$ cat src/rtl/rvv_pkg.sv
// Shared RVV definitions: register width, LMUL/SEW encodings and the
// writeback sequencer state codes, plus small decode helpers.
package rvv_pkg;

  localparam int VLEN = 64;

  // Largest legal LMUL (x8) and SEW (64-bit) encodings
  localparam logic [2:0] LMUL_MAX = 3'b011;
  localparam logic [2:0] SEW_MAX  = 3'b011;

  typedef logic [1:0] vwb_state_t;
  localparam vwb_state_t ST_IDLE  = 2'd0;
  localparam vwb_state_t ST_WRITE = 2'd1;
  localparam vwb_state_t ST_DONE  = 2'd2;

  function automatic logic [3:0] lmul_regs(input logic [2:0] enc);
    return 4'd1 << enc[1:0];
  endfunction

  function automatic logic [3:0] sew_epr(input logic [2:0] enc);
    return 4'd8 >> enc[1:0];
  endfunction

endpackage

$ cat src/rtl/vwb_tail_mask.sv
// Byte mask for the final beat of a group: covers the bytes occupied by
// the remaining tail elements, saturating to a full register.
module vwb_tail_mask #(
  parameter int VL_W = 8
) (
  input  logic [2:0]      sew_enc,
  input  logic [VL_W-1:0] tail_elems,
  output logic [7:0]      mask
);

  localparam int TBW = VL_W + 3;

  logic [TBW-1:0] tail_bytes;

  always_comb begin
    tail_bytes = {3'b000, tail_elems} << sew_enc;
    mask       = 8'hFF;
    if (tail_bytes < TBW'(8)) mask = ~(8'hFF << tail_bytes[2:0]);
  end

endmodule

$ cat src/rtl/vwb_sequencer.sv
// Grouped vector writeback sequencer: streams ALU result beats into consecutive
// registers of an LMUL group. Final-beat tail masking enabled by VWB_TAIL_MASK_EN.
module vwb_sequencer
  import rvv_pkg::*;
#(
  parameter int ADDR_W = 5,
  parameter int VL_W   = 8
) (
  input  logic              clk,
  input  logic              rst,
  input  logic              start,
  input  logic [ADDR_W-1:0] wa_base,
  input  logic [2:0]        lmul_enc,
  input  logic [2:0]        sew_enc,
  input  logic [VL_W-1:0]   vl,
  input  logic              res_valid,
  input  logic [VLEN-1:0]   res_data,
  output logic              res_ready,
  output logic              wen,
  output logic [ADDR_W-1:0] wa,
  output logic [VLEN-1:0]   wd,
  output logic [7:0]        wmask,
  output logic              busy,
  output logic              done,
  output logic              err
);

  localparam int SW = VL_W + 1;

  vwb_state_t        state;
  logic [ADDR_W-1:0] base_q;
  logic [3:0]        nregs_q;
  logic [2:0]        cnt;

  logic [3:0]        epr;
  logic [3:0]        max_regs;
  logic [SW-1:0]     vl_sum;
  logic [SW-1:0]     ceil_regs;
  logic [3:0]        nregs;
  logic [6:0]        tail_start;
  logic [VL_W-1:0]   tail_elems;
  logic              illegal;
  logic              accept;
  logic              last_beat;
  logic [7:0]        beat_mask;

  // Group geometry decoded straight from the start-cycle inputs
  always_comb begin
    epr        = sew_epr(sew_enc);
    max_regs   = lmul_regs(lmul_enc);
    vl_sum     = {1'b0, vl} + SW'(epr) - SW'(1);
    ceil_regs  = vl_sum >> (2'd3 - sew_enc[1:0]);
    nregs      = (ceil_regs > SW'(max_regs)) ? max_regs : ceil_regs[3:0];
    tail_start = 7'(nregs - 4'd1) << (2'd3 - sew_enc[1:0]);
    tail_elems = vl - VL_W'(tail_start);
    illegal    = (lmul_enc > LMUL_MAX) || (sew_enc > SEW_MAX) ||
                 ((wa_base & ADDR_W'(max_regs - 4'd1)) != '0);
  end

  assign res_ready = (state == ST_WRITE);
  assign busy      = (state != ST_IDLE);
  assign done      = (state == ST_DONE);
  assign accept    = res_valid && res_ready;
  assign last_beat = ({1'b0, cnt} == (nregs_q - 4'd1));

`ifdef VWB_TAIL_MASK_EN
  logic [2:0]      sew_q;
  logic [VL_W-1:0] tail_q;
  logic [7:0]      tail_mask;

  vwb_tail_mask #(.VL_W(VL_W)) u_tail_mask (
    .sew_enc    (sew_q),
    .tail_elems (tail_q),
    .mask       (tail_mask)
  );

  assign beat_mask = last_beat ? tail_mask : 8'hFF;

  always_ff @(posedge clk) begin
    if (rst) begin
      sew_q  <= '0;
      tail_q <= '0;
    end else if (state == ST_IDLE && start) begin
      sew_q  <= sew_enc;
      tail_q <= tail_elems;
    end
  end
`else
  assign beat_mask = 8'hFF;
`endif

  // Illegal starts only pulse err; vl=0 goes straight to DONE without writes
  always_ff @(posedge clk) begin
    if (rst) begin
      state   <= ST_IDLE;
      base_q  <= '0;
      nregs_q <= '0;
      cnt     <= '0;
      wen     <= 1'b0;
      wa      <= '0;
      wd      <= '0;
      wmask   <= '0;
      err     <= 1'b0;
    end else begin
      wen <= 1'b0;
      err <= 1'b0;
      case (state)
        ST_IDLE: begin
          if (start) begin
            if (illegal) begin
              err <= 1'b1;
            end else begin
              base_q  <= wa_base;
              nregs_q <= nregs;
              cnt     <= '0;
              state   <= (nregs == 4'd0) ? ST_DONE : ST_WRITE;
            end
          end
        end
        ST_WRITE: begin
          if (accept) begin
            wen   <= 1'b1;
            wa    <= base_q + ADDR_W'(cnt);
            wd    <= res_data;
            wmask <= beat_mask;
            cnt   <= cnt + 3'd1;
            if (last_beat) state <= ST_DONE;
          end
        end
        ST_DONE: state <= ST_IDLE;
        default: state <= ST_IDLE;
      endcase
    end
  end

endmodule

$ cat config.mk
export PLATFORM = sky130hd
export DESIGN_NAME = vwb_sequencer
export DESIGN_NICKNAME = d
export VERILOG_FILES = /design/src/rtl/rvv_pkg.sv /design/src/rtl/vwb_tail_mask.sv /design/src/rtl/vwb_sequencer.sv
export SDC_FILE = /design/constraint.sdc
export NUM_CORES = 1
export LEC_CHECK = 0
export ABC_AREA = 1
export BUFFER_PORTS_ARGS = -buffer_cell sky130_fd_sc_hd__buf_4
export CORE_MARGIN = 2
export CORE_UTILIZATION = 42
export CTS_BUF_LIST = sky130_fd_sc_hd__clkbuf_8
export DETAILED_ROUTE_END_ITERATION = 10
export GPL_ROUTABILITY_DRIVEN = 1
export PLACE_DENSITY = 0.76
export SETUP_SLACK_MARGIN = 0.5
export SLEW_MARGIN = 20
export SYNTH_ARGS = -nofsm -noshare
export SYNTH_HDL_FRONTEND = slang
export SYNTH_SLANG_ARGS = --single-unit
$ cat constraint.sdc
create_clock -name clk -period 6.1 [get_ports clk]
set_input_delay 0.305 -clock clk [delete_from_list [all_inputs] [get_ports clk]]
set_output_delay 0.305 -clock clk [all_outputs]
set_load 0.005 [all_outputs]
Word-level counts from Yosys, hierarchy flattened
Index checks and enable logic that the tools add are counted.
Widths: inputs -> output; s select.
{ "word_totals": {"output_inout_bits": 82, "wordCells": 61, "in_bits": 87, "regBits": 86} }
{ "classes": {"shifts": 3, "n_addsub": 7, "n_reduce_logical": 14, "n_lt_le_gt_ge": 3, "muxes": 13, "n_eq_ne": 7, "bitwise": 5} }
{ "op_table": {"columns": ["op", "n"], "rows": [
  ["$mux 2", 5],
  ["$add 8x4->9", 1],
  ["$gt 9x4->1", 1],
  ["$mux 3", 3],
  ["$shr 9x2->9", 1],
  ["$sub 9x1->9 const B", 1],
  ["$reduce_and 4->1", 2],
  ["$gt 3x2->1 const B", 2],
  ["$pmux 3 s2", 1],
  ["$add 5x3->5", 1],
  ["$and 5x5->5", 1],
  ["$reduce_bool 5->1", 1],
  ["$sub 4x1->5 const B", 1],
  ["$eq 3x4->1", 1],
  ["$logic_not 4->1", 1],
  ["$mux 4", 1],
  ["$ne 2x1->1 const B", 2],
  ["$ne 2x2->1 const B", 2],
  ["$not 1->1", 4],
  ["$pmux 2 s2", 1],
  ["$reduce_bool 2->1", 2],
  ["$shl 1x2->4 const A", 1],
  ["$shr 4x2->4 const A", 1],
  ["$sub 4x1->4 const B", 1],
  ["other kinds (12)", 14]
]} }

Depth between registers and ports, before layout
Gate-level depths: netlist of run 1.
{ "logic_depth": {"depth_word": 11, "depth_mapped": 27, "mapped_depth_nobuf": 26} }

Worst setup path after synthesis of run 1
Ideal clock, no wire load.
{ "synth_timing": {"kind": "input-to-reg", "from": "input port sew_enc[1]", "to": "register state[0]", "path_slack_ns": 2.638, "required_time_ns": 5.969, "path_buffers": 1, "stages": 25, "arrival_time_ns": 3.330, "setup_time_ns": 0.131, "path_cell_list": "buf_2 -> nand2_1 -> ha_1 -> inv_1 -> ha_1 -> fa_1 -> nand3_1 -> nand2_1 -> nand2_1 -> nand3_1 -> nand2_1 -> o21ai_1 -> ha_1 -> a21oi_1 -> a21oi_1 -> o21ai_0 -> o21ai_1 -> nor2_4 -> nand2_2 -> nand2_1 -> nand2_1 -> nor2_1 -> nand2_1 -> nand3_1 -> a21oi_2"} }
{ "synth_between": {"elab_chain_len": 11, "elab_cells_between_ends": 17, "classes_between": "add/sub (3); order compare (2); eq/ne (1); shift (2); mux (5); reduce/logical (4)"} }
{ "synth_lines": {"columns": ["element", "line", "text"], "rows": [
  ["start: declaration", "vwb_sequencer.sv:14", "input logic [2:0] sew_enc,"],
  ["$shr 4x2->4", "rvv_pkg.sv:21", "return 4'd8 >> enc[1:0];"],
  ["$add 8x4->9", "vwb_sequencer.sv:51", "vl_sum = {1'b0, vl} + SW'(epr) - SW'(1);"],
  ["$sub 9x1->9", "vwb_sequencer.sv:51", null],
  ["$shr 9x2->9", "vwb_sequencer.sv:52", "ceil_regs = vl_sum >> (2'd3 - sew_enc[1:0]);"],
  ["$gt 9x4->1", "vwb_sequencer.sv:53", "nregs = (ceil_regs > SW'(max_regs)) ? max_regs : ceil_regs[3:0];"],
  ["$mux 4", "vwb_sequencer.sv:53", null],
  ["$logic_not 4->1", "vwb_sequencer.sv:116", "state <= (nregs == 4'd0) ? ST_DONE : ST_WRITE;"],
  ["$mux 2", "vwb_sequencer.sv:116", null],
  ["$mux 2", "vwb_sequencer.sv:110", "if (illegal) begin"],
  ["$mux 2", "vwb_sequencer.sv:109", "if (start) begin"],
  ["$pmux 2 s2", "vwb_sequencer.sv:107", "case (state)"],
  ["end signal: assignment", "vwb_sequencer.sv:116", null],
  ["end: declaration", "vwb_sequencer.sv:30", "vwb_state_t state;"]
]} }
Parallel ways exist; a longest one is shown, timed or not. The select of a mux whose other input is x is not followed.
A chain may end at the register's enable or synchronous reset.

Worst setup path in the final report of run 1
{ "layout_timing": {"from": "input port sew_enc[0]", "to": "register state[0]"} }
The elaborated chain is that of the path after synthesis.

==> flow_summary.html, run 1 <==
<table>
<tr><th>Metric</th><th>Value</th></tr>
<tr><th colspan="2">Global routing</th></tr>
<tr><td>Overflow after GRT</td><td>0</td></tr>
<tr><td>First-pass GRT wire length</td><td>16,500 um</td></tr>
<tr><td>Overall track demand over capacity in global routing</td><td>0.198</td></tr>
<tr><td>Largest net degree at the start of global routing</td><td>74</td></tr>
<tr><td>Via count of the first global-routing pass</td><td>3,708</td></tr>
<tr><td>Antenna violations before repair</td><td>0</td></tr>
<tr><th colspan="2">Critical path</th></tr>
<tr><td>Cell type with the highest occurrence count on the critical path</td><td>sky130_fd_sc_hd__nand2_1</td></tr>
<tr><td>Start point of the critical path</td><td>sew_enc[0]</td></tr>
<tr><td>Critical path startpoint category</td><td>input port</td></tr>
<tr><td>Slowest-stage cell, CP</td><td>sky130_fd_sc_hd__fa_1</td></tr>
<tr><td>Data arrival at the endpoint of the critical path</td><td>3890 ps</td></tr>
<tr><td>Critical Path RT</td><td>6320 ps</td></tr>
<tr><td>Startpoint of the worst register-to-register path</td><td>state[0]$_SDFFE_PP0P_</td></tr>
<tr><td>CP Class</td><td>input port to flip-flop</td></tr>
<tr><td>Nature of the critical path endpoint</td><td>flip-flop</td></tr>
<tr><td>Critical Path Fanout Max</td><td>11</td></tr>
<tr><td>Critical path's largest stage delay</td><td>410 ps</td></tr>
<tr><th colspan="2">Min path</th></tr>
<tr><td>Hold Startpoint</td><td>wa_base[3]</td></tr>
<tr><td>Class of the tightest hold or removal check</td><td>input port to flip-flop</td></tr>
<tr><th colspan="2">Routing</th></tr>
<tr><td>DRC violation total after the first TritonRoute iteration</td><td>141</td></tr>
<tr><td>Total via count after detailed routing</td><td>4,134</td></tr>
<tr><td>Remaining routing DRC violations</td><td>0</td></tr>
<tr><td>Routed length per instance</td><td>12.8 um</td></tr>
<tr><td>Wire length on met2</td><td>5490 um</td></tr>
<tr><td>Top metal layer carrying routed signals</td><td>met4</td></tr>
<tr><td>Total wire length after detailed routing</td><td>11,000 um</td></tr>
<tr><td>Number of iterations in the first detailed-routing pass</td><td>4</td></tr>
<tr><td>Routed wl met3</td><td>730 um</td></tr>
<tr><td>Via/cell ratio</td><td>4.80</td></tr>
<tr><td>Number of antenna-violating nets in the routed design</td><td>0</td></tr>
<tr><td>Routed length on met1</td><td>4450 um</td></tr>
<tr><th colspan="2">Timing</th></tr>
<tr><td>Final number of hold-violating endpoints</td><td>0</td></tr>
<tr><td>Fin crit share</td><td>0.602</td></tr>
<tr><td>Minimum period implied by the final worst setup slack</td><td>3670 ps</td></tr>
<tr><td>Least-Margin Pin Slew</td><td>957 ps</td></tr>
<tr><td>Achievable clock frequency</td><td>0.273 GHz</td></tr>
<tr><td>Worst slew slack as a fraction of its limit</td><td>0.362</td></tr>
<tr><td>Setup repair after global routing missed its margin</td><td>no</td></tr>
<tr><td>Setup skew after layout</td><td>5.72 ps</td></tr>
<tr><td>Sum of negative setup slack</td><td>0 ps</td></tr>
<tr><td>Post-route worst hold slack</td><td>172 ps</td></tr>
<tr><td>Final Slew Violations</td><td>0</td></tr>
<tr><td>Number of failing setup endpoints in the final timing report</td><td>0</td></tr>
<tr><th colspan="2">Floorplan</th></tr>
<tr><td>Count of boundary I/O pins</td><td>169</td></tr>
<tr><td>Die W</td><td>103 um</td></tr>
<tr><td>Die height</td><td>103 um</td></tr>
<tr><td>Initial cell density of the core</td><td>0.428</td></tr>
<tr><td>Die footprint</td><td>10,600 um^2</td></tr>
<tr><td>Core box area</td><td>9640 um^2</td></tr>
<tr><td>Row count</td><td>36</td></tr>
<tr><th colspan="2">Cells and area</th></tr>
<tr><td>Most used cells in the layout excluding fill and tap cells</td><td>sky130_fd_sc_hd__nand2_1, sky130_fd_sc_hd__buf_4, sky130_fd_sc_hd__dfxtp_1, sky130_fd_sc_hd__a21oi_1, sky130_fd_sc_hd__inv_1</td></tr>
<tr><td>Total area of multi-input combinational cells</td><td>2010 um^2</td></tr>
<tr><td>Commonest non-fill, non-tap cell in the layout</td><td>sky130_fd_sc_hd__nand2_1</td></tr>
<tr><td>Final Net Count</td><td>833</td></tr>
<tr><td>Combined flip-flop and latch cell area</td><td>1720 um^2</td></tr>
<tr><td>Fill count</td><td>916</td></tr>
<tr><td>Layout cell share with drive strength beyond 1</td><td>0.275</td></tr>
<tr><td>Count of antenna diodes in the layout</td><td>0</td></tr>
<tr><td>Area delta synth-&gt;final</td><td>35.6%</td></tr>
<tr><td>Post-Layout Inst Area</td><td>5590 um^2</td></tr>
<tr><th colspan="2">Clocking</th></tr>
<tr><td>Cell at the root of the clock tree</td><td>sky130_fd_sc_hd__clkbuf_8</td></tr>
<tr><td>Total number of H-tree levels</td><td>3</td></tr>
<tr><td>Post-cts repair resize count</td><td>0</td></tr>
<tr><td>Largest buffer count on any clock path</td><td>2</td></tr>
<tr><td>Buffers inserted during post-CTS setup optimization</td><td>0</td></tr>
<tr><td>Number of hold buffers added after CTS</td><td>0</td></tr>
<tr><td>Sink count of the clock tree</td><td>86</td></tr>
<tr><td>Latest clock arrival within the worst-skew pair</td><td>360 ps</td></tr>
<tr><td>Clock transition at path regs</td><td>80 ps</td></tr>
<tr><td>CTS tree</td><td>yes</td></tr>
<tr><td>Clock buffer count from CTS</td><td>9</td></tr>
<tr><th colspan="2">Placement</th></tr>
<tr><td>Final HPWL from detailed placement</td><td>8240 um</td></tr>
<tr><td>Final RePlAce weighted congestion</td><td>0.899</td></tr>
<tr><td>Count of port buffers added during placement</td><td>168</td></tr>
<tr><td>Placement Cell Area</td><td>5400 um^2</td></tr>
<tr><th colspan="2">Synthesis</th></tr>
<tr><td>Synth cell types</td><td>40</td></tr>
<tr><td>Synthesized area per cell</td><td>7.16 um^2</td></tr>
<tr><td>Most used DFF post-synth</td><td>sky130_fd_sc_hd__dfxtp_1</td></tr>
<tr><td>Synthesized instance count</td><td>576</td></tr>
<tr><td>Fraction of registers with async set/reset</td><td>0</td></tr>
<tr><td>EDFF count, synth</td><td>0</td></tr>
<tr><td>Total of warnings raised by yosys</td><td>0</td></tr>
<tr><td>Seq cells post-synth</td><td>86</td></tr>
<tr><td>Sequential cell area fraction in the yosys report</td><td>0.418</td></tr>
<tr><td>Syn Nets</td><td>686</td></tr>
<tr><td>Post-Syn Area</td><td>4120 um^2</td></tr>
<tr><th colspan="2">Flow run</th></tr>
<tr><td># Max-Cap Violations</td><td>0</td></tr>
<tr><th colspan="2">Pwr</th></tr>
<tr><td>LEAKAGE</td><td>0.00265 uW</td></tr>
<tr><td>Power per cell area</td><td>221 nW/um^2</td></tr>
<tr><td>Total power of the final layout</td><td>1240 uW</td></tr>
<tr><td>Max IR drop VDD</td><td>0.123 mV</td></tr>
<tr><th colspan="2">Status</th></tr>
<tr><td>Outcome</td><td>completed</td></tr>
</table>
-- metrics by stage --
| stage | instances | util | setup slack [ps] |
|---|---|---|---|
| floorplan | 576 | - | 2640 |
| global placement | 845 | 0.560 | 2310 |
| detailed placement | 845 | 0.560 | 2110 |
| CTS | 861 | 0.580 | 2500 |
| global route | 861 | 0.580 | 2020 |
| finish | 861 | 0.580 | 2430 |
-- power breakdown --
group | internal (uW) | switching, uW | leakage, uW
Clock | 187 | 203 | 0.000101
Combinational | 118 | 135 | 0.00185
Sequential | 581 | 12.2 | 0.000695
Total | 886 | 351 | 0.00265
-- routing by layer --
layer  GRT usage  vias up
li1            -     2128
met1       0.218     1838
met2       0.356      139
met3      0.0461       29
met4      0.0982        0
met5           0        -
-- synthesized netlist by cell type (2+ instances only) --
cell type / number / share of area
sky130_fd_sc_hd__nand2_2: 2 / 0.0030
sky130_fd_sc_hd__a21oi_1: 80 / 0.097
sky130_fd_sc_hd__nand2_1: 187 / 0.17
sky130_fd_sc_hd__xor2_1: 2 / 0.0042
sky130_fd_sc_hd__buf_4: 7 / 0.013
sky130_fd_sc_hd__nor2_1: 25 / 0.023
sky130_fd_sc_hd__buf_2: 7 / 0.0085
sky130_fd_sc_hd__a21oi_2: 2 / 0.0042
sky130_fd_sc_hd__inv_1: 61 / 0.056
sky130_fd_sc_hd__nand4_1: 3 / 0.0046
sky130_fd_sc_hd__fa_1: 2 / 0.0097
sky130_fd_sc_hd__dfxtp_1: 86 / 0.42
sky130_fd_sc_hd__buf_1: 3 / 0.0027
sky130_fd_sc_hd__o21ai_1: 2 / 0.0024
sky130_fd_sc_hd__nand3_1: 25 / 0.030
sky130_fd_sc_hd__o21ai_0: 16 / 0.019
sky130_fd_sc_hd__nand3_2: 4 / 0.0097
sky130_fd_sc_hd__ha_1: 21 / 0.064
sky130_fd_sc_hd__clkbuf_1: 16 / 0.015
sky130_fd_sc_hd__xnor2_1: 4 / 0.0085
sky130_fd_sc_hd__nor3_1: 2 / 0.0024
-- state kept, by name (all words and copies together) (netlist names) --
name,flops
wd,64
base_q,5
wa,5
nregs_q,4
cnt,3
state,2
err,1
wen,1
wmask,1
-- final timing paths --
check                                         endpoint  slack (ps)  cells after the start
worst min register to register     wd[55]$_SDFFE_PP0P_         470                      2
worst max-delay path             state[0]$_SDFFE_PP0P_        2430                     25
worst max register to register     cnt[2]$_SDFFE_PP0P_        2900                      8
worst min-delay path            base_q[3]$_SDFFE_PP0P_         170                      3
-- critical path: cells and delay by family --
| family | cells | cell delay, ps |
|---|---|---|
| adder cells (fa/ha/maj) | 4 | 1210 |
| AO/OA/AOI/OAI | 6 | 810 |
| AND/OR/NAND/NOR | 12 | 1180 |
| buffers and inverters | 3 | 380 |
-- layout make-up --
class	count	area share
multi-input cells	395	0.360
flip-flops and latches	86	0.308
repair buffers	169	0.227
inverters	62	0.0418
well taps	133	0.0298
clock buffers	9	0.0222
clock inverters	7	0.0116
-- logic make-up (layout without fill, tap and decap cells) --
| kind of cell | count (synthesis) | after routing | synth area share |
|---|---|---|---|
| AND/OR/NAND/NOR | 255 | 255 | 0.257 |
| AO/OA/AOI/OAI | 111 | 111 | 0.144 |
| buffers and inverters | 95 | 247 | 0.0950 |
| flip-flops | 86 | 86 | 0.418 |
| adder cells (fa/ha/maj) | 23 | 23 | 0.0734 |
| XOR/XNOR | 6 | 6 | 0.0127 |
(Power assumes the default switching activity.)
==> run 2: changes to the inputs <==
clock period = 3.55 ns   (was 6.1 ns; I/O delays follow)
==> run 2 against run 1 <==
Net effect:
- non-clock buffer count up 22
- utilization is 4.8 points higher
- die area is the same
- total power rose by 88%
- register-to-register slack worse by 1400 ps
- global-route usage fell by 0.27 points
- largest cell class unchanged
- highest routed layer unchanged
==> flow_summary.html, run 2 (synthesis results as in run 1) <==
<table>
<tr><th>Metric</th><th>Value</th></tr>
<tr><th colspan="2">Global routing</th></tr>
<tr><td>Overall track demand over capacity in global routing</td><td>0.195 (-0.00271)</td></tr>
<tr><td>Via count of the first global-routing pass</td><td>3,613 (-2.6%)</td></tr>
<tr><td>First-pass GRT wire length</td><td>16,400 um (-0.75%)</td></tr>
<tr><td>Antenna violations before repair</td><td>0 (unchanged)</td></tr>
<tr><td>Largest net degree at the start of global routing</td><td>74 (unchanged)</td></tr>
<tr><td>Overflow after GRT</td><td>0 (unchanged)</td></tr>
<tr><th colspan="2">Cells and area</th></tr>
<tr><td>Largest register FFs</td><td>64 (unchanged)</td></tr>
<tr><td>Commonest non-fill, non-tap cell in the layout</td><td>sky130_fd_sc_hd__buf_4</td></tr>
<tr><td>Count of antenna diodes in the layout</td><td>0 (unchanged)</td></tr>
<tr><td>Post-Layout Inst Area</td><td>6050 um^2 (+8.2%)</td></tr>
<tr><td>Final Net Count</td><td>855 (+2.6%)</td></tr>
<tr><td>Area delta synth-&gt;final</td><td>46.8%</td></tr>
<tr><td>Most used cells in the layout excluding fill and tap cells</td><td>sky130_fd_sc_hd__buf_4, sky130_fd_sc_hd__nand2_1, sky130_fd_sc_hd__dfxtp_1, sky130_fd_sc_hd__a21oi_1, sky130_fd_sc_hd__inv_1</td></tr>
<tr><td>Largest reg by FF count</td><td>wd</td></tr>
<tr><td>Leading registers by flop count</td><td>wd x64, base_q x5, wa x5</td></tr>
<tr><td>Layout cell share with drive strength beyond 1</td><td>0.352 (+0.0773)</td></tr>
<tr><th colspan="2">Clocking</th></tr>
<tr><td>Total number of H-tree levels</td><td>3 (unchanged)</td></tr>
<tr><td>Clock buffer count from CTS</td><td>9 (unchanged)</td></tr>
<tr><td>Clock transition at path regs</td><td>100 ps (+20 ps)</td></tr>
<tr><td>Largest buffer count on any clock path</td><td>2 (unchanged)</td></tr>
<tr><td>Latest clock arrival within the worst-skew pair</td><td>370 ps (about the same)</td></tr>
<tr><td>Cell at the root of the clock tree</td><td>sky130_fd_sc_hd__clkbuf_8</td></tr>
<tr><td>Number of hold buffers added after CTS</td><td>0 (unchanged)</td></tr>
<tr><td>CTS tree</td><td>yes</td></tr>
<tr><td>Sink count of the clock tree</td><td>86 (unchanged)</td></tr>
<tr><th colspan="2">Critical path</th></tr>
<tr><td>Worst-case register-to-register setup slack</td><td>1460 ps (-1440 ps)</td></tr>
<tr><td>Critical path's largest stage delay</td><td>390 ps (-20 ps)</td></tr>
<tr><td>Critical Path RT</td><td>3840 ps (-2480 ps)</td></tr>
<tr><td>Nature of the critical path endpoint</td><td>flip-flop</td></tr>
<tr><td>Data arrival at the endpoint of the critical path</td><td>3370 ps (-520 ps)</td></tr>
<tr><td>Cell type with the highest occurrence count on the critical path</td><td>sky130_fd_sc_hd__buf_4</td></tr>
<tr><td>Worst path buffer plus inverter count</td><td>11 (+8)</td></tr>
<tr><td>Slowest-stage cell, CP</td><td>sky130_fd_sc_hd__fa_2</td></tr>
<tr><td>Crit-path leading delay family</td><td>buffers and inverters</td></tr>
<tr><td>Critical Path Fanout Max</td><td>5 (-6)</td></tr>
<tr><td>Critical path startpoint category</td><td>input port</td></tr>
<tr><td>CP Class</td><td>input port to flip-flop</td></tr>
<tr><th colspan="2">Placement</th></tr>
<tr><td>Placement Cell Area</td><td>5470 um^2 (+1.2%)</td></tr>
<tr><td>Count of port buffers added during placement</td><td>168 (unchanged)</td></tr>
<tr><td>Final RePlAce weighted congestion</td><td>0.805 (-10%)</td></tr>
<tr><td>Final HPWL from detailed placement</td><td>8180 um (-0.71%)</td></tr>
<tr><td>Worst Setup Slack post-DPL</td><td>-24.4 ps (-2140 ps)</td></tr>
<tr><th colspan="2">Timing</th></tr>
<tr><td>Least-Margin Pin Slew</td><td>754 ps (-203 ps)</td></tr>
<tr><td>Achievable clock frequency</td><td>0.325 GHz</td></tr>
<tr><td>Worst slew slack as a fraction of its limit</td><td>0.497 (+0.135)</td></tr>
<tr><td>Setup skew after layout</td><td>15.9 ps (+10.2 ps)</td></tr>
<tr><td>Sum of negative setup slack</td><td>0 ps (unchanged)</td></tr>
<tr><td>Fin crit share</td><td>0.867</td></tr>
<tr><td>Final WS setup</td><td>472 ps (-1960 ps)</td></tr>
<tr><td>Post-route worst hold slack</td><td>51.7 ps (-120 ps)</td></tr>
<tr><td>Final number of hold-violating endpoints</td><td>0 (unchanged)</td></tr>
<tr><td>Setup repair after global routing missed its margin</td><td>yes</td></tr>
<tr><td>Final Slew Violations</td><td>0 (unchanged)</td></tr>
<tr><td>Number of failing setup endpoints in the final timing report</td><td>0 (unchanged)</td></tr>
<tr><td>Minimum period implied by the final worst setup slack</td><td>3080 ps</td></tr>
<tr><th colspan="2">Routing</th></tr>
<tr><td>Number of antenna-violating nets in the routed design</td><td>0 (unchanged)</td></tr>
<tr><td>Remaining routing DRC violations</td><td>0 (unchanged)</td></tr>
<tr><td>DRC violation total after the first TritonRoute iteration</td><td>174 (+23%)</td></tr>
<tr><td>Total via count after detailed routing</td><td>4,236 (+2.5%)</td></tr>
<tr><td>Routed length per instance</td><td>13.2 um (+3.5%)</td></tr>
<tr><td>Total wire length after detailed routing</td><td>11,700 um (+6.1%)</td></tr>
<tr><td>Via/cell ratio</td><td>4.80 (about the same)</td></tr>
<tr><td>Number of iterations in the first detailed-routing pass</td><td>4 (unchanged)</td></tr>
<tr><th colspan="2">Pwr</th></tr>
<tr><td>LEAKAGE</td><td>0.00280 uW (+5.9%)</td></tr>
<tr><td>Max IR drop VDD</td><td>0.197 mV (+59%)</td></tr>
<tr><td>Power per cell area</td><td>385 nW/um^2 (+74%)</td></tr>
<tr><th colspan="2">Flow run</th></tr>
<tr><td># Max-Cap Violations</td><td>0 (unchanged)</td></tr>
<tr><th colspan="2">Min path</th></tr>
<tr><td>Class of the tightest hold or removal check</td><td>input port to flip-flop</td></tr>
<tr><th colspan="2">Status</th></tr>
<tr><td>Outcome</td><td>completed</td></tr>
<tr><th colspan="2">Floorplan</th></tr>
<tr><td>Core box area</td><td>9640 um^2 (unchanged)</td></tr>
<tr><td>Row count</td><td>36 (unchanged)</td></tr>
<tr><td>Count of boundary I/O pins</td><td>169 (unchanged)</td></tr>
<tr><td>Die height</td><td>103 um (unchanged)</td></tr>
<tr><td>Initial cell density of the core</td><td>0.428 (unchanged)</td></tr>
<tr><td>Die W</td><td>103 um (unchanged)</td></tr>
<tr><td>Die footprint</td><td>10,600 um^2 (unchanged)</td></tr>
</table>
[run 2: changes by cell type in the layout (fill, tap and decap cells not counted), moves of 4 or more]
cell                       change
sky130_fd_sc_hd__ha_4          +6
sky130_fd_sc_hd__ha_1          -6
sky130_fd_sc_hd__a21oi_1       -4
sky130_fd_sc_hd__buf_6         +4
sky130_fd_sc_hd__inv_1         -4
sky130_fd_sc_hd__nand3_2       +9
sky130_fd_sc_hd__nand2_2       +9
sky130_fd_sc_hd__nand3_1      -11
sky130_fd_sc_hd__buf_4        +17
sky130_fd_sc_hd__clkinv_2      -4
sky130_fd_sc_hd__nand2_1      -11
[run 2: cell type report]
cell class                 instances  area (um^2)
clock inverter                     7         85.1
multi-input combinational        395         2250
clock buffer                       9          124
fill                             876         3590
timing repair buffer             191         1460
inverter                          62          244
sequential                        86         1720
tap                              133          166
[run 2: worst paths after layout]
check,start,to,cells after the start
worst min register to register,wd[16]$_SDFFE_PP0P_,wd[16]$_SDFFE_PP0P_,2
worst max-delay path,sew_enc[0],state[0]$_SDFFE_PP0P_,28
worst max register to register,state[0]$_SDFFE_PP0P_,cnt[2]$_SDFFE_PP0P_,7
worst min-delay path,res_data[26],wd[26]$_SDFFE_PP0P_,3
[run 2: what timing repair did]
item / CTS / global route
cloned: 0 / 0
setup buffers: 10 / 10
setup endpoints to repair: 2 / 6
gates resized for setup: 8 / 41
pin swaps: 9 / 24
[run 2: through the flow]
step | cells | power (uW) | utilization
after global placement | 847 | 1470 | 0.567
after CTS | 873 | 2250 | 0.599
after detailed placement | 847 | 1490 | 0.567
final | 883 | 2330 | 0.628
after floorplan | 576 | 1310 | -
after global routing | 883 | 2450 | 0.628
[run 2: where the power goes]
part           total, uW  switching (uW)  internal, uW
logic                578             292           286
clock network        730             390           340
registers           1020            20.5           998
[run 2: per-layer routing]
metal,track usage,vias to the layer above,share of wire
met4,0.0840,0,0.024
met2,0.352,141,0.52
met3,0.0502,28,0.062
li1,-,2170,-
met1,0.217,1897,0.40
met5,0,-,0
[run 2: worst min-delay path: stages]
cell,delay (ps)
sky130_fd_sc_hd__buf_4,110
sky130_fd_sc_hd__nand2_1,50
sky130_fd_sc_hd__a21oi_1,50
==> run 3: changes to the inputs <==
CORE_ASPECT_RATIO = 0.9   (was not set)
==> run 3 against run 2 <==
Net effect:
- cell count down 1.9%
- total power fell by 3.6%
- highest routed layer unchanged
- largest cell class unchanged
- critical path type unchanged
- flip-flop and latch count unchanged
==> flow_summary.html, run 3 (synthesis results as in run 1) <==
<table>
<tr><th>Metric</th><th>Value</th></tr>
<tr><th colspan="2">Floorplan</th></tr>
<tr><td>Die W</td><td>108 um (+5.2%)</td></tr>
<tr><td>Count of boundary I/O pins</td><td>169 (unchanged)</td></tr>
<tr><td>Core box area</td><td>9610 um^2 (-0.26%)</td></tr>
<tr><td>Die height</td><td>98.0 um (-4.9%)</td></tr>
<tr><td>Die footprint</td><td>10,600 um^2 (about the same)</td></tr>
<tr><td>Initial cell density of the core</td><td>0.429 (+0.00111)</td></tr>
<tr><td>Row count</td><td>34 (-5.6%)</td></tr>
<tr><th colspan="2">Cells and area</th></tr>
<tr><td>Most used cells in the layout excluding fill and tap cells</td><td>sky130_fd_sc_hd__buf_4, sky130_fd_sc_hd__nand2_1, sky130_fd_sc_hd__dfxtp_1, sky130_fd_sc_hd__a21oi_1, sky130_fd_sc_hd__inv_1</td></tr>
<tr><td>Largest reg by FF count</td><td>wd</td></tr>
<tr><td>Leading registers by flop count</td><td>wd x64, base_q x5, wa x5</td></tr>
<tr><td>Largest register FFs</td><td>64 (unchanged)</td></tr>
<tr><td>Area delta synth-&gt;final</td><td>42.6%</td></tr>
<tr><td>Post-Layout Inst Area</td><td>5880 um^2 (-2.9%)</td></tr>
<tr><td>Fill count</td><td>890 (+1.6%)</td></tr>
<tr><td>Final Net Count</td><td>846 (-1.1%)</td></tr>
<tr><td>Layout cell share with drive strength beyond 1</td><td>0.327 (-0.0250)</td></tr>
<tr><td>Commonest non-fill, non-tap cell in the layout</td><td>sky130_fd_sc_hd__buf_4</td></tr>
<tr><td>Util after Layout</td><td>0.612 (-0.0163)</td></tr>
<tr><td>Count of antenna diodes in the layout</td><td>0 (unchanged)</td></tr>
<tr><th colspan="2">Global routing</th></tr>
<tr><td>First-pass GRT wire length</td><td>17,400 um (+5.8%)</td></tr>
<tr><td>Overflow after GRT</td><td>0 (unchanged)</td></tr>
<tr><td>Largest net degree at the start of global routing</td><td>74 (unchanged)</td></tr>
<tr><td>Antenna violations before repair</td><td>0 (unchanged)</td></tr>
<tr><td>Overall track demand over capacity in global routing</td><td>0.200 (+0.00522)</td></tr>
<tr><td>Via count of the first global-routing pass</td><td>3,893 (+7.7%)</td></tr>
<tr><th colspan="2">Critical path</th></tr>
<tr><td>Number of cells on the worst reg-to-reg path</td><td>8 (+1)</td></tr>
<tr><td>Critical Path Fanout Max</td><td>5 (unchanged)</td></tr>
<tr><td>CP Class</td><td>input port to flip-flop</td></tr>
<tr><td>Data arrival at the endpoint of the critical path</td><td>3240 ps (-130 ps)</td></tr>
<tr><td>Critical path's largest stage delay</td><td>390 ps (about the same)</td></tr>
<tr><td>Critical Path RT</td><td>3760 ps (-80 ps)</td></tr>
<tr><td>Worst path buffer plus inverter count</td><td>3 (-8)</td></tr>
<tr><td>Crit-path leading delay family</td><td>simple AND/OR/NAND/NOR gates</td></tr>
<tr><td>Critical path startpoint category</td><td>input port</td></tr>
<tr><td>Slowest-stage cell, CP</td><td>sky130_fd_sc_hd__fa_2</td></tr>
<tr><td>Number of stages on the worst setup path</td><td>25 (-11%)</td></tr>
<tr><td>Nature of the critical path endpoint</td><td>flip-flop</td></tr>
<tr><th colspan="2">Pwr</th></tr>
<tr><td>Power per cell area</td><td>382 nW/um^2 (-0.80%)</td></tr>
<tr><td>LEAKAGE</td><td>0.00273 uW (-2.4%)</td></tr>
<tr><td>Max IR drop VDD</td><td>0.188 mV (-4.2%)</td></tr>
<tr><td>Total power of the final layout</td><td>2240 uW (-3.6%)</td></tr>
<tr><th colspan="2">Routing</th></tr>
<tr><td>Via/cell ratio</td><td>4.92 (+2.6%)</td></tr>
<tr><td>Routed length per instance</td><td>13.0 um (-1.8%)</td></tr>
<tr><td>Number of iterations in the first detailed-routing pass</td><td>4 (unchanged)</td></tr>
<tr><td>DRC violation total after the first TritonRoute iteration</td><td>248 (+43%)</td></tr>
<tr><td>Total via count after detailed routing</td><td>4,264 (+0.66%)</td></tr>
<tr><td>Number of antenna-violating nets in the routed design</td><td>0 (unchanged)</td></tr>
<tr><td>Total wire length after detailed routing</td><td>11,300 um (-3.7%)</td></tr>
<tr><td>Remaining routing DRC violations</td><td>0 (unchanged)</td></tr>
<tr><th colspan="2">Placement</th></tr>
<tr><td>Final HPWL from detailed placement</td><td>7990 um (-2.3%)</td></tr>
<tr><td>Count of port buffers added during placement</td><td>168 (unchanged)</td></tr>
<tr><td>Placement Cell Area</td><td>5450 um^2 (-0.30%)</td></tr>
<tr><td>Final RePlAce weighted congestion</td><td>0.871 (+8.2%)</td></tr>
<tr><td>Worst Setup Slack post-DPL</td><td>-128 ps (-104 ps)</td></tr>
<tr><th colspan="2">Clocking</th></tr>
<tr><td>Clock buffer count from CTS</td><td>9 (unchanged)</td></tr>
<tr><td>Clock transition at path regs</td><td>90 ps (about the same)</td></tr>
<tr><td>Latest clock arrival within the worst-skew pair</td><td>360 ps (about the same)</td></tr>
<tr><td>Largest buffer count on any clock path</td><td>2 (unchanged)</td></tr>
<tr><td>Cell at the root of the clock tree</td><td>sky130_fd_sc_hd__clkbuf_8</td></tr>
<tr><td>Total number of H-tree levels</td><td>3 (unchanged)</td></tr>
<tr><td>CTS tree</td><td>yes</td></tr>
<tr><td>Sink count of the clock tree</td><td>86 (unchanged)</td></tr>
<tr><th colspan="2">Flow run</th></tr>
<tr><td># Max-Cap Violations</td><td>0 (unchanged)</td></tr>
<tr><th colspan="2">Timing</th></tr>
<tr><td>Final WS setup</td><td>520 ps (+48.0 ps)</td></tr>
<tr><td>Post-route worst hold slack</td><td>49.4 ps (-2.31 ps)</td></tr>
<tr><td>Setup repair after global routing missed its margin</td><td>yes</td></tr>
<tr><td>Final Slew Violations</td><td>0 (unchanged)</td></tr>
<tr><td>Achievable clock frequency</td><td>0.330 GHz (+1.6%)</td></tr>
<tr><td>Worst slew slack as a fraction of its limit</td><td>0.499 (+0.00194)</td></tr>
<tr><td>Least-Margin Pin Slew</td><td>751 ps (-2.91 ps)</td></tr>
<tr><td>Number of failing setup endpoints in the final timing report</td><td>0 (unchanged)</td></tr>
<tr><td>Setup skew after layout</td><td>10.5 ps (-5.47 ps)</td></tr>
<tr><td>Minimum period implied by the final worst setup slack</td><td>3030 ps (-48.0 ps)</td></tr>
<tr><td>Final number of hold-violating endpoints</td><td>0 (unchanged)</td></tr>
<tr><td>Fin crit share</td><td>0.853 (-0.0135)</td></tr>
<tr><th colspan="2">Min path</th></tr>
<tr><td>Class of the tightest hold or removal check</td><td>input port to flip-flop</td></tr>
<tr><td>Hold path cells</td><td>3 (unchanged)</td></tr>
<tr><th colspan="2">Status</th></tr>
<tr><td>Outcome</td><td>completed</td></tr>
</table>
run 3: final timing paths:
kind                    startpoint                endpoint  slack [ps]
max                     sew_enc[0]   state[0]$_SDFFE_PP0P_         520
min                     wa_base[3]  base_q[3]$_SDFFE_PP0P_          50
max reg2reg  state[0]$_SDFFE_PP0P_     wd[14]$_SDFFE_PP0P_         990
min reg2reg    wd[10]$_SDFFE_PP0P_     wd[10]$_SDFFE_PP0P_         470
run 3: layout make-up:
class / count / area, um^2 / area share
repair buffers: 182 / 1380 / 0.235
clock buffers: 9 / 124 / 0.0211
flip-flops and latches: 86 / 1720 / 0.293
clock inverters: 6 / 71.3 / 0.0121
inverters: 62 / 239 / 0.0406
well taps: 126 / 158 / 0.0268
multi-input cells: 395 / 2180 / 0.371
run 3: worst min-delay path: stages:
cell,delay [ps]
sky130_fd_sc_hd__buf_4,80
sky130_fd_sc_hd__nor2_1,30
sky130_fd_sc_hd__nor2_1,80
run 3: layer usage:
layer  wire length, um  vias up  track usage
met3               883       21       0.0554
met1              4700     1942        0.236
met5                 0        -            0
li1                  -     2157            -
met4               218        0       0.0592
met2              5460      144        0.353
run 3: per-stage QoR:
step           instances  setup TNS (ps)
6_report             866               0
5_1_grt              866               0
4_1_cts              860               0
3_5_place_dp         839            -132
3_3_place_gp         839               0
2_1_floorplan        576               0
run 3: what timing repair did:
action	in CTS	in global routing
setup buffers	6	6
pin swaps	11	21
gates resized for setup	14	16
hold buffers	0	0
endpoints found under the setup margin	6	6
run 3: where the power goes:
part,leakage (uW),internal [uW],switching [uW]
Sequential,0.000695,998,21.1
Clock,0.0000976,329,362
Combinational,0.00194,261,272
